`src/rtl/reg_1r1w_pkg.sv`:
```
// Shared types for the 1R1W register-file master: FSM states and shadow sizing.
package reg_1r1w_pkg;

  typedef enum logic {
    S_INIT = 1'b0,
    S_RUN  = 1'b1
  } state_e;

  // The array commits a write two edges after wr; the shadow must cover that window.
  localparam int SHADOW_N = 2;

endpackage

```
`src/rtl/reg_1r1w_fwd.sv`:
```
// Write shadow for the array's two-stage write path with newest-first address match.
module reg_1r1w_fwd
  import reg_1r1w_pkg::*;
#(
  parameter int WIDTH  = 32,
  parameter int ADRWID = 8
) (
  input  logic              clk,
  input  logic              rst,
  input  logic              wr,
  input  logic [ADRWID-1:0] wa,
  input  logic [WIDTH-1:0]  wdata,
  input  logic [ADRWID-1:0] raddr,
  output logic              hit,
  output logic [WIDTH-1:0]  fwd_data
);

  typedef struct packed {
    logic              vld;
    logic [ADRWID-1:0] addr;
    logic [WIDTH-1:0]  data;
  } shadow_t;

  shadow_t sh [SHADOW_N];

  always_ff @(posedge clk or posedge rst) begin
    if (rst) begin
      for (int i = 0; i < SHADOW_N; i++) sh[i] <= '0;
    end else begin
      sh[0] <= shadow_t'{vld: wr, addr: wa, data: wdata};
      for (int i = 1; i < SHADOW_N; i++) sh[i] <= sh[i-1];
    end
  end

  // Walk oldest to newest so later matches override; same-cycle write wins last.
  always_comb begin
    hit      = 1'b0;
    fwd_data = '0;
    for (int i = SHADOW_N - 1; i >= 0; i--) begin
      if (sh[i].vld && sh[i].addr == raddr) begin
        hit      = 1'b1;
        fwd_data = sh[i].data;
      end
    end
    if (wr && wa == raddr) begin
      hit      = 1'b1;
      fwd_data = wdata;
    end
  end

endmodule

```
`src/rtl/reg_1r1w_master.sv`:
```
// Initiator for a 1R1W register array: init sweep, client write/read handshakes,
// write forwarding across the array's write latency and fixed-latency read return.
module reg_1r1w_master
  import reg_1r1w_pkg::*;
#(
  parameter int               WIDTH    = 32,
  parameter int               ADRWID   = 8,
  parameter int               DEPTH    = 256,
  parameter int               RD_LAT   = 2,
  parameter logic [WIDTH-1:0] INIT_VAL = '0
) (
  input  logic              clk,
  input  logic              rst,
  input  logic              wreq_valid,
  output logic              wreq_ready,
  input  logic [ADRWID-1:0] wreq_addr,
  input  logic [WIDTH-1:0]  wreq_data,
  input  logic              rreq_valid,
  output logic              rreq_ready,
  input  logic [ADRWID-1:0] rreq_addr,
  output logic              rsp_valid,
  output logic [WIDTH-1:0]  rsp_data,
  output logic              init_done,
  output logic              wr,
  output logic [ADRWID-1:0] wa,
  output logic [WIDTH-1:0]  data_in,
  output logic              rd,
  output logic [ADRWID-1:0] ra,
  input  logic [WIDTH-1:0]  data_out
);

  typedef struct packed {
    logic             vld;
    logic             hit;
    logic [WIDTH-1:0] data;
  } rpipe_t;

  localparam logic [ADRWID:0] LAST = (ADRWID + 1)'(DEPTH - 1);

  state_e            state, state_nxt;
  logic [ADRWID:0]   cnt, cnt_nxt;
  logic              fwd_hit;
  logic [WIDTH-1:0]  fwd_data;
  rpipe_t            rp [RD_LAT];

  always_ff @(posedge clk or posedge rst) begin
    if (rst) begin
      state     <= S_INIT;
      cnt       <= '0;
      init_done <= 1'b0;
    end else begin
      state     <= state_nxt;
      cnt       <= cnt_nxt;
      init_done <= (state_nxt == S_RUN);
    end
  end

  // Sweep writes are gated by rst so the array port stays quiet while held in reset.
  always_comb begin
    state_nxt  = state;
    cnt_nxt    = cnt;
    wr         = 1'b0;
    wa         = '0;
    data_in    = '0;
    rd         = 1'b0;
    ra         = '0;
    wreq_ready = 1'b0;
    rreq_ready = 1'b0;
    case (state)
      S_INIT: begin
        if (!rst) begin
          wr      = 1'b1;
          wa      = cnt[ADRWID-1:0];
          data_in = INIT_VAL;
          cnt_nxt = cnt + 1'b1;
          if (cnt == LAST) state_nxt = S_RUN;
        end
      end
      S_RUN: begin
        wreq_ready = 1'b1;
        rreq_ready = 1'b1;
        if (wreq_valid) begin
          wr      = 1'b1;
          wa      = wreq_addr;
          data_in = wreq_data;
        end
        if (rreq_valid) begin
          rd = 1'b1;
          ra = rreq_addr;
        end
      end
      default: state_nxt = S_INIT;
    endcase
  end

  reg_1r1w_fwd #(
    .WIDTH  (WIDTH),
    .ADRWID (ADRWID)
  ) u_fwd (
    .clk      (clk),
    .rst      (rst),
    .wr       (wr),
    .wa       (wa),
    .wdata    (data_in),
    .raddr    (rreq_addr),
    .hit      (fwd_hit),
    .fwd_data (fwd_data)
  );

  always_ff @(posedge clk or posedge rst) begin
    if (rst) begin
      for (int i = 0; i < RD_LAT; i++) rp[i] <= '0;
    end else begin
      rp[0] <= rpipe_t'{vld: rd, hit: rd & fwd_hit, data: fwd_data};
      for (int i = 1; i < RD_LAT; i++) rp[i] <= rp[i-1];
    end
  end

  // Tail aligns with data_out from the array; forwarded data overrides it.
  assign rsp_valid = rp[RD_LAT-1].vld;
  assign rsp_data  = !rp[RD_LAT-1].vld ? '0 :
                     rp[RD_LAT-1].hit  ? rp[RD_LAT-1].data : data_out;

endmodule

```
`config.mk`:
```
export PLATFORM = sky130hd
export DESIGN_NAME = reg_1r1w_master
export DESIGN_NICKNAME = d
export VERILOG_FILES = /design/src/rtl/reg_1r1w_pkg.sv /design/src/rtl/reg_1r1w_fwd.sv /design/src/rtl/reg_1r1w_master.sv
export SDC_FILE = /design/constraint.sdc
export NUM_CORES = 1
export LEC_CHECK = 0
export ABC_AREA = 1
export BUFFER_PORTS_ARGS = -buffer_cell sky130_fd_sc_hd__buf_2
export CAP_MARGIN = 30
export CORE_AREA = 3 3 103 144
export DETAILED_ROUTE_END_ITERATION = 10
export DIE_AREA = 0 0 106 147
export GPL_TIMING_DRIVEN = 0
export PLACE_DENSITY = 0.75
export SLEW_MARGIN = 20
export SYNTH_ARGS = -nofsm -noshare
export SYNTH_HDL_FRONTEND = slang
export SYNTH_SLANG_ARGS = --single-unit
```
`constraint.sdc`:
```
create_clock -name clk -period 4.2 [get_ports clk]
set_input_delay 0.21 -clock clk [delete_from_list [all_inputs] [get_ports clk]]
set_output_delay 0.21 -clock clk [all_outputs]
set_load 0.05 [all_outputs]
```
After elaboration in Yosys (flattened, before gate mapping)
Cells that the tools add are included.
{"block": "word_totals", "regBits": 160, "input_bits": 84}
{"block": "op_classes", "bitwise": 3, "eq_ne": 4, "muxes": 24, "add_sub_neg": 1, "reduce_logical": 4}
{"cell": "$mux W32", "count": 6}
{"cell": "$pmux W32 S2", "count": 1}
{"cell": "$mux W8", "count": 4}
{"cell": "$eq A8 B8 Y1", "count": 3}
{"cell": "$pmux W8 S2", "count": 1}
{"cell": "$mux W1", "count": 11}
{"cell": "$add A9 B1 Y9 const B", "count": 1}
{"cell": "$eq A9 B8 Y1 const B", "count": 1}
{"cell": "$logic_and A1 B1 Y1", "count": 3}
{"cell": "$not A1 Y1", "count": 2}
{"cell": "$pmux W1 S2", "count": 1}
{"cell": "$reduce_and A2 Y1", "count": 1}
{"cell": "$and A1 B1 Y1", "count": 1}

Logic depth before layout (Yosys ltp)
Gate-level depths: netlist of the first run.
{"block": "logic_depth", "word_depth": 6, "depth_mapped": 13}

Hierarchy
Synthesis of the first run repeated with hierarchy kept, for this count alone.
{"block": "hier_totals", "cells_unflattened": 844, "hier_area_um2": 6969.2}
{"mod": "reg_1r1w_fwd", "seq_area_each_um2": 2052.0, "instances": 1, "area_per_inst_um2": 3841.2, "cells_per_inst": 488}
{"mod": "reg_1r1w_master", "seq_area_each_um2": 1951.9, "instances": 1, "area_per_inst_um2": 3128.0, "cells_per_inst": 356}

Worst setup path before layout of the first run
Ideal clock, no wire load.
{"block": "synth_timing", "path_kind": "in2reg", "startpoint": "input port rst", "endpoint": "register rp[35] (netlist name)", "cell_stages": 12, "path_buffers": 1, "path_slack_ns": -0.358, "arrival_ns": 4.491, "t_required_ns": 4.132, "path_cell_list": "inv_1 > nand2_1 > nand2_1 > nand3_1 > nand2_1 > nor2_1 > nand3_1 > inv_1 > nand2_2 > buf_6 > nand2_1 > nand2_1"}
{"block": "synth_via", "elab_chain_len": 5}
{"element": "start, declared", "line": "reg_1r1w_master.sv:13", "source": "input logic rst,"}
{"element": "$mux W8", "line": "reg_1r1w_master.sv:71", "source": "if (!rst) begin"}
{"element": "$pmux W8 S2", "line": "reg_1r1w_master.sv:69", "source": "case (state)"}
{"element": "$eq A8 B8 Y1", "line": "reg_1r1w_fwd.sv:45", "source": "if (wr && wa == raddr) begin"}
{"element": "$logic_and A1 B1 Y1 *", "line": "reg_1r1w_fwd.sv:45"}
{"element": "$mux W32 *", "line": "reg_1r1w_fwd.sv:45"}
{"element": "net fwd_data[1]", "line": "reg_1r1w_master.sv:43", "source": "logic [WIDTH-1:0] fwd_data;"}
{"element": "end, declared", "line": "reg_1r1w_master.sv:44", "source": "rpipe_t rp [RD_LAT];"}
Mark *: on every way through the listed nets, which the timed path passes. The rest lies on a longest branch.
A chain may end at the register's enable or synchronous reset.

Worst setup path after layout of the first run
{"block": "layout_timing", "startpoint": "register state", "endpoint": "output port data_in[17]"}
{"block": "layout_via", "elab_chain_len": 2}
{"element": "start, declared", "line": "reg_1r1w_master.sv:40", "source": "state_e state, state_nxt;"}
{"element": "start signal, assigned", "line": "reg_1r1w_master.sv:52", "source": "state <= state_nxt;"}
{"element": "$not A1 Y1"}
{"element": "$pmux W32 S2 *", "line": "reg_1r1w_master.sv:69"}
{"element": "end, declared", "line": "reg_1r1w_master.sv:26", "source": "output logic [WIDTH-1:0] data_in,"}
Mark *: on every way between the ends. The rest lies on a longest branch, timed or not.

==> results of run 1 <==
-- per-layer routing --
metal,up-vias,part of all wire
li1,2670,-
met3,16,0.037
met5,-,0
met4,0,0.017
met1,2455,0.41
met2,140,0.53
-- Yosys cell counts (all sizes together) --
cell and instances:
a21oi 1, and2 1, buf 17, clkbuf 19, dfrtp 160, ha 2
inv 62, nand2 207, nand3 88, nand4 1, nor2 126, nor3 1
o211ai 1, o21ai 38, xnor2 3, xor2 9
-- registers in the layout, summed over array words and instances (netlist names) --
register	cells
u_fwd.sh	82
rp	67
cnt	9
rsp_valid	1
state	1
-- stage by stage --
stage / total power, mW / area (sq um) / setup TNS [ps]
after floorplan: 1.90 / 6510 / 0
after global placement: 2.02 / 7590 / -18010
after detailed placement: 2.03 / 7690 / 0
after CTS: 3.48 / 8250 / 0
after global routing: 3.59 / 8250 / 0
final: 3.45 / 8250 / 0
-- what timing repair did --
action	4_1_cts	5_1_grt
endpoints found under the hold margin	33	0
hold buffers	1	0
setup buffers	0	0
-- power breakdown --
part | leakage [nW] | switching, mW | internal, mW
Combinational | 2.45 | 0.294 | 0.0998
Clock | 0.258 | 0.625 | 0.823
Sequential | 2.11 | 0.0218 | 1.59
-- critical path, delay by kind of cell (launching register included) --
family        cells  cell delay [ps]
buf+inv           2              690
flops             1              470
simple gates      2              640
-- worst max path at each step --
| stage | from | end | slack [ps] | cells after the start |
|---|---|---|---|---|
| global placement | rst | rp[36]$_DFF_PP0_ | -580 | 13 |
| finish | state$_DFF_PP0_ | data_in[17] | 1750 | 4 |
| detailed placement | u_fwd.sh[77]$_DFF_PP0_ | rp[58]$_DFF_PP0_ | 2020 | 8 |
| CTS | state$_DFF_PP0_ | data_in[17] | 1730 | 4 |
| global route | state$_DFF_PP0_ | data_in[18] | 1600 | 4 |
| floorplan | rst | rp[35]$_DFF_PP0_ | 640 | 12 |
-- final cells by class --
cell class / count / area share
tap: 182 / 0.0276
sequential: 160 / 0.485
clock inverter: 13 / 0.0155
buffer: 36 / 0.0256
timing repair buffer: 175 / 0.116
clock buffer: 18 / 0.0520
inverter: 62 / 0.0287
multi-input combinational: 478 / 0.250
-- cell families (layout without fill, tap and decap cells) --
kind of cell | count (synthesis) | count (layout) | synth area share
AO/OA/AOI/OAI | 40 | 40 | 0.0323
XOR/XNOR | 12 | 12 | 0.0161
adder cells (fa/ha/maj) | 2 | 2 | 0.00384
buffers and inverters | 98 | 304 | 0.0682
flip-flops | 160 | 160 | 0.615
AND/OR/NAND/NOR | 424 | 424 | 0.264
==> out/qor.csv, run 1 <==
stage,metric,value,unit
placement,DPL Wire Length,10900,um
synthesis,"Avg Cell Area, Syn",8.84,sq um
placement,Inst Count DP,1092,
worst_setup_path,Worst EP required,3990,ps
synthesis,synth unique cells,23,
timing,"Slew Viols, Final",0,
outcome,status,finished clean,
cts,clock tree root buffer cell,clkbuf_16,
synthesis,gate count after technology mapping,736,
global_route,Overall Global Routing Usage,0.205,
global_route,global routing usage on met3,0.0391,
detailed_routing,drt pass-1 iters,4,
cts,clock buffer depth,2,
timing,worst-margin pin slew,559,ps
timing,Final Hold Fails,0,
cts,CTS tree,yes,
worst_setup_path,R2R depth,8,
timing,Setup Skew,13.0,ps
timing,minimum clock period,2450,ps
detailed_routing,ANT nets after route,0,
detailed_routing,vias,5281,
timing,RSZ-0062 raised after global routing,false,
detailed_routing,Vias/cell,4.70,
placement,pre-CTS setup slack,2020,ps
worst_setup_path,Setup CP Type,reg -> out,
worst_setup_path,r2r startpoint,u_fwd.sh[77]$_DFF_PP0_,
global_route,global-route wire length before repair,25400,um
synthesis,area share of the largest cell type after synthesis,0.615,
worst_setup_path,CP max stage delay,470,ps
worst_setup_path,Setup crit end kind,output pin,
placement,GP Congestion,0.870,
worst_setup_path,flop2flop setup slack,2060,ps
cts,Worst-path clk slew,70,ps
cts,total CTS buffers,17,
floorplan,Die W,106,um
synthesis,top cell type by total area after synthesis,dfrtp_1,
worst_hold_path,Hold/Removal Path Class,in -> reg,
floorplan,io pins,170,
power,Peak supply drop,285,uV
global_route,met1 usage,0.258,
final_layout,Diodes inserted,0,
synthesis,number of synthesized register bits,160,
run,max-cap violations,0,
worst_setup_path,crit path cell chain,nand2_1 > clkbuf_1 > nor2_1 > buf_2,
final_layout,"commonest non-fill, non-tap cells in the layout","nand2_1 (206), buf_2 (173), dfrtp_1 (160)",
floorplan,die area,15600,sq um
timing,# setup viols final,0,
final_layout,proportion of layout cells with a drive suffix above 1,0.241,
final_layout,Final Non-Filler Cells,1124,
worst_setup_path,CP max stage cell,dfrtp_1,
cts,clk_lat worst skew,420,ps
placement,port bufs,169,
final_layout,area delta synth->final,26.8,%
detailed_routing,total length of routed wires,15100,um
global_route,GR Util met2,0.355,
worst_hold_path,Worst Hold Path EP,u_fwd.sh[68]$_DFF_PP0_,
cts,PostCTS Resize Cnt,0,
timing,FMAX,0.409,GHz
floorplan,core area,13500,sq um
worst_hold_path,hold depth,3,
cts,Max H-tree Level,4,
worst_setup_path,"Arr. time, crit path",2240,ps
detailed_routing,WL/cell,13.5,um
timing,hold_ws,16.9,ps
worst_setup_path,Critical Path Fanout Max,10,
cts,clock sink count,160,
final_layout,Final Core Density,0.611,
final_layout,Reg area,4000,sq um
floorplan,starting density of the core,0.482,
final_layout,multi-input logic area,2060,sq um
timing,Slew headroom,0.626,
worst_hold_path,hold_sp,wreq_data[27],
worst_setup_path,end of the worst register-to-register path,rp[36]$_DFF_PP0_,
final_layout,FILL cells,1185,
floorplan,row cnt,50,
global_route,antenna violations before repair,0,
global_route,grt peak-use layer,met2,
final_layout,nets,1016,
global_route,vias in the first global route,5207,
synthesis,"top cells by area, synth","dfrtp_1 (62%), nand2_1 (12%), nor2_1 (7.2%)",
timing,setup ws final,1750,ps
floorplan,chip height,147,um
global_route,largest net degree at the start of global routing,37,
synthesis,yosys warns,0,
synthesis,Synth Net Count,822,
final_layout,"most common cell after layout, fill and taps aside",nand2_1,
power,Leak,4.82,nW
synthesis,Synth Cell Area,6510,sq um
power,Power Density,418,nW/um^2
detailed_routing,DRC viols,0,
global_route,total grt overflow,0,
detailed_routing,detailed router's first-iteration violation count,203,
timing,Final Cycle Share,0.582,
synthesis,"Seq/Total Area, Yosys",0.615,
worst_setup_path,CP Launch Type,flop,
No activity file was read; power rests on OpenSTA's default activity.
==> run 2, diff against run 1 <==
--- a/config.mk
+++ b/config.mk
@@ -5,12 +5,12 @@
 export SDC_FILE = /design/constraint.sdc
 export NUM_CORES = 1
 export LEC_CHECK = 0
-export ABC_AREA = 1
+export ABC_AREA = 0
 export BUFFER_PORTS_ARGS = -buffer_cell sky130_fd_sc_hd__buf_2
 export CAP_MARGIN = 30
-export CORE_AREA = 3 3 103 144
+export CORE_AREA = 3 3 103 145
 export DETAILED_ROUTE_END_ITERATION = 10
-export DIE_AREA = 0 0 106 147
+export DIE_AREA = 0 0 106 148
 export GPL_TIMING_DRIVEN = 0
 export PLACE_DENSITY = 0.75
 export SLEW_MARGIN = 20
==> constraint.sdc (replaced) <==
create_clock -name clk -period 2.2 [get_ports clk]
set_input_delay 0.11 -clock clk [delete_from_list [all_inputs] [get_ports clk]]
set_output_delay 0.11 -clock clk [all_outputs]
set_load 0.05 [all_outputs]
==> out/qor.csv, run 2 <==
stage,metric,value,unit,change
global_route,global routing usage on met3,0.0376,,-0.00155
synthesis,post-synthesis simple-gate area fraction,0.141,,-0.123
worst_setup_path,crit path cell chain,buf_6 > or3b_4 > and3_4 > nor4b_4 > and4_1 > buf_12 > buf_12 > buf_16 > mux2i_1,,
timing,Final Hold Fails,1,,+1
detailed_routing,ANT nets after route,0,,unchanged
final_layout,"commonest non-fill, non-tap cells in the layout","dfrtp_1 (159), buf_2 (146), inv_1 (67)",,
detailed_routing,total length of routed wires,16200,um,+7.2%
final_layout,proportion of layout cells with a drive suffix above 1,0.328,,+0.0870
worst_setup_path,Setup crit end kind,flop,,
floorplan,core area,13800,sq um,+2.0%
cts,CTS tree,yes,,
detailed_routing,DRC viols,0,,unchanged
global_route,largest net degree at the start of global routing,35,,-5.4%
outcome,status,finished with violations,,
timing,Slew headroom,0.661,,+0.0348
worst_setup_path,"Arr. time, crit path",2590,ps,+350 ps
global_route,grt peak-use layer,met2,,
worst_setup_path,CP Launch Type,flop,,
cts,clk_lat worst skew,420,ps,about the same
timing,Setup TNS,-297,ps,-297 ps
timing,Final Cycle Share,1.03,,
worst_setup_path,r2r startpoint,state$_DFF_PP0_,,
timing,hold_ws,-0.948,ps,-17.9 ps
worst_setup_path,flop2flop setup slack,-60,ps,-2120 ps
floorplan,starting density of the core,0.477,,-0.00427
final_layout,Final Non-Filler Cells,996,,-11%
detailed_routing,detailed router's first-iteration violation count,164,,-19%
global_route,global-route wire length before repair,26300,um,+3.3%
global_route,GR Util met2,0.385,,+0.0300
worst_setup_path,R2R depth,9,,+1
placement,pre-CTS setup slack,-290,ps,-2300 ps
detailed_routing,vias,5043,,-4.5%
worst_setup_path,Worst Setup SP,state$_DFF_PP0_,,
timing,worst-margin pin slew,509,ps,-50.1 ps
power,clock network power share,0.401,,-0.019
synthesis,combinational family with the most area after synthesis,simple AND/OR/NAND/NOR gates,,
power,Cell Int Power,5.04,mW,+100%
power,Net Sw Power,1.85,mW,+96%
power,sequential power share,0.464,,-0.002
final_layout,nets,885,,-13%
power,combinational cell fraction of total power,0.135,,+0.021
final_layout,fin area,8990,sq um,+8.9%
floorplan,io pins,170,,unchanged
synthesis,fraction of registers with async set/reset,1.00,,unchanged
detailed_routing,drt pass-1 iters,5,,+1
final_layout,max FFs per register,82,,unchanged
global_route,vias in the first global route,5279,,+1.4%
cts,clock sink count,160,,unchanged
synthesis,adder-cell share of the synthesized area,0.00380,,-0.0000417
worst_setup_path,crit path to,rp[64]$_DFF_PP0_,,
worst_hold_path,hold_sp,wreq_data[11],,
synthesis,post-synthesis xor/xnor area fraction,0.0319,,+0.0158
worst_setup_path,Worst EP required,2530,ps,-1460 ps
synthesis,most frequent cell after synthesis,dfrtp_1,,
placement,port bufs,167,,-1.2%
cts,Max H-tree Level,4,,unchanged
final_layout,Largest Register,u_fwd.sh,,
floorplan,chip height,148,um,+0.68%
synthesis,top cell type by total area after synthesis,dfrtp_1,,
timing,"Slew Viols, Final",0,,unchanged
cts,Worst-path clk slew,60,ps,about the same
timing,# setup viols final,11,,+11
final_layout,area delta synth->final,36.6,%,
synthesis,"top cells by area, synth","dfrtp_1 (61%), mux2i_1 (9.7%), inv_1 (3.9%)",,
final_layout,Diodes inserted,0,,unchanged
floorplan,die area,15700,sq um,+0.68%
final_layout,biggest regs,"u_fwd.sh x82, rp x67, cnt x9",,
power,Power Density,766,nW/um^2,+83%
worst_setup_path,CP dominant cell by count,buf_12,,
detailed_routing,WL/cell,16.3,um,+21%
placement,DPL Wire Length,11200,um,+2.6%
floorplan,row cnt,51,,+2.0%
power,Peak supply drop,599,uV,+110%
placement,Inst Count DP,919,,-16%
synthesis,"Avg Cell Area, Syn",11.7,sq um,+32%
worst_setup_path,Setup CP Type,reg -> reg,,
synthesis,Synth Flop Type,dfrtp_1,,
cts,total CTS buffers,17,,unchanged
synthesis,compound-gate portion of the synthesized area,0.0445,,+0.0122
synthesis,synth unique cells,39,,+70%
run,max-cap violations,0,,unchanged
synthesis,Synth Cell Area,6580,sq um,+1.1%
global_route,Overall Global Routing Usage,0.212,,+0.00684
final_layout,"most common cell after layout, fill and taps aside",dfrtp_1,,
worst_setup_path,CP max stage delay,450,ps,-20 ps
synthesis,commonest cells in the netlist,"dfrtp_1 (160), inv_1 (68), mux2i_1 (64), nand2_1 (43)",,
worst_setup_path,Critical Path Fanout Max,7,,-3
cts,clock tree root buffer cell,clkbuf_16,,
global_route,total grt overflow,0,,unchanged
synthesis,Synth Net Count,648,,-21%
power,Sw Share,0.268,,-0.00470
cts,clock buffer depth,2,,unchanged
synthesis,number of synthesized register bits,160,,unchanged
worst_hold_path,Hold/Removal Path Class,in -> reg,,
outcome,failing checks,"hold timing, setup timing",,
global_route,met1 usage,0.253,,-0.00486
power,total power draw,6.89,mW,+100%
detailed_routing,Vias/cell,5.06,,+7.8%
global_route,antenna violations before repair,0,,unchanged
synthesis,gate count after technology mapping,562,,-24%
worst_setup_path,end of the worst register-to-register path,rp[64]$_DFF_PP0_,,
synthesis,mux contribution to synthesized area,0.0991,,+0.0991
timing,RSZ-0062 raised after global routing,true,,
synthesis,yosys warns,0,,unchanged
synthesis,area share of the largest cell type after synthesis,0.608,,-0.00667
timing,FMAX,0.442,GHz,
timing,minimum clock period,2260,ps,
timing,Setup Skew,14.6,ps,+1.53 ps
timing,setup ws final,-62.6,ps,-1820 ps
synthesis,Post-synth EDFFs,0,,unchanged
placement,GP Congestion,0.855,,-1.7%
synthesis,"Seq/Total Area, Yosys",0.608,,-0.00667
floorplan,Die W,106,um,unchanged
worst_setup_path,CP max stage cell,dfrtp_2,,
placement,dpl cell area,7750,sq um,+0.90%
power,Leak,4.59,nW,-4.8%
==> run 2: cell types whose count changed after synthesis, moves of 11 or more <==
cell,delta
nand2_1,-163
nor2_1,-119
nand3_1,-75
mux2i_1,+64
o21ai_0,-34
a31oi_1,+32
nor2b_1,+32
nor4_1,+32
xnor2_1,+17
and3_1,+11
==> run 2: kinds of logic after synthesis <==
kind of cell,count (synthesis)
AOI/OAI and AO/OA,47
xor gates and xnor gates,24
buffers and inverters,105
and+or+nand+nor,159
adders and majority gates,2
muxes,65
DFF,160
==> run 2: how the worst min path moves through the flow <==
stage,to,depth (start not counted)
floorplan,rp[34]$_DFF_PP0_,2
global placement,rp[32]$_DFF_PP0_,0
detailed placement,cnt[5]$_DFFE_PP0P_,2
CTS,u_fwd.sh[77]$_DFF_PP0_,3
global route,u_fwd.sh[52]$_DFF_PP0_,3
finish,u_fwd.sh[52]$_DFF_PP0_,3
==> run 2: critical path, delay by kind of cell (launching register included) <==
| family | cells | cell delay [ps] |
|---|---|---|
| buffers and inverters | 4 | 520 |
| flip-flops | 1 | 450 |
| multiplexers | 1 | 180 |
| AND/OR/NAND/NOR | 4 | 1020 |
==> run 2: final cells by class <==
class                      instances  area (sq um)
buffer                            37           269
clock buffer                      17           425
clock inverter                    14           133
fill                            1092          4790
inverter                          68           259
multi-input combinational        297          2190
sequential                       160          4010
tap                              185           231
timing repair buffer             218          1470
==> run 2: timing repair <==
item	4_1_cts	5_1_grt
pin swaps	5	3
setup buffers	9	4
gates cloned	2	0
hold endpoints to repair	87	0
gates resized for setup	45	27
setup endpoints to repair	103	44
hold buffers	31	0
==> run 2: metrics by stage <==
step / utilization / hold WS, ps
finish: 0.652 / -0.948
global route: 0.652 / 4.59
CTS: 0.645 / 3.85
detailed placement: 0.563 / 41.4
global placement: 0.555 / 331
floorplan: - / 270
==> run 2: power groups by stage <==
| stage | Clock (mW) | Sequential [mW] | Combinational [mW] |
|---|---|---|---|
| floorplan | 0 | 3.21 | 0.580 |
| finish | 2.76 | 3.20 | 0.933 |
| global placement | 0 | 3.24 | 0.784 |
| global route | 2.94 | 3.21 | 1.02 |
| CTS | 2.80 | 3.19 | 0.911 |
| detailed placement | 0 | 3.24 | 0.833 |
==> run 2: layer usage <==
layer	up-vias	wire [um]
met2	171	8820
li1	2365	-
met1	2492	6510
met5	-	0
met3	15	663
met4	0	228
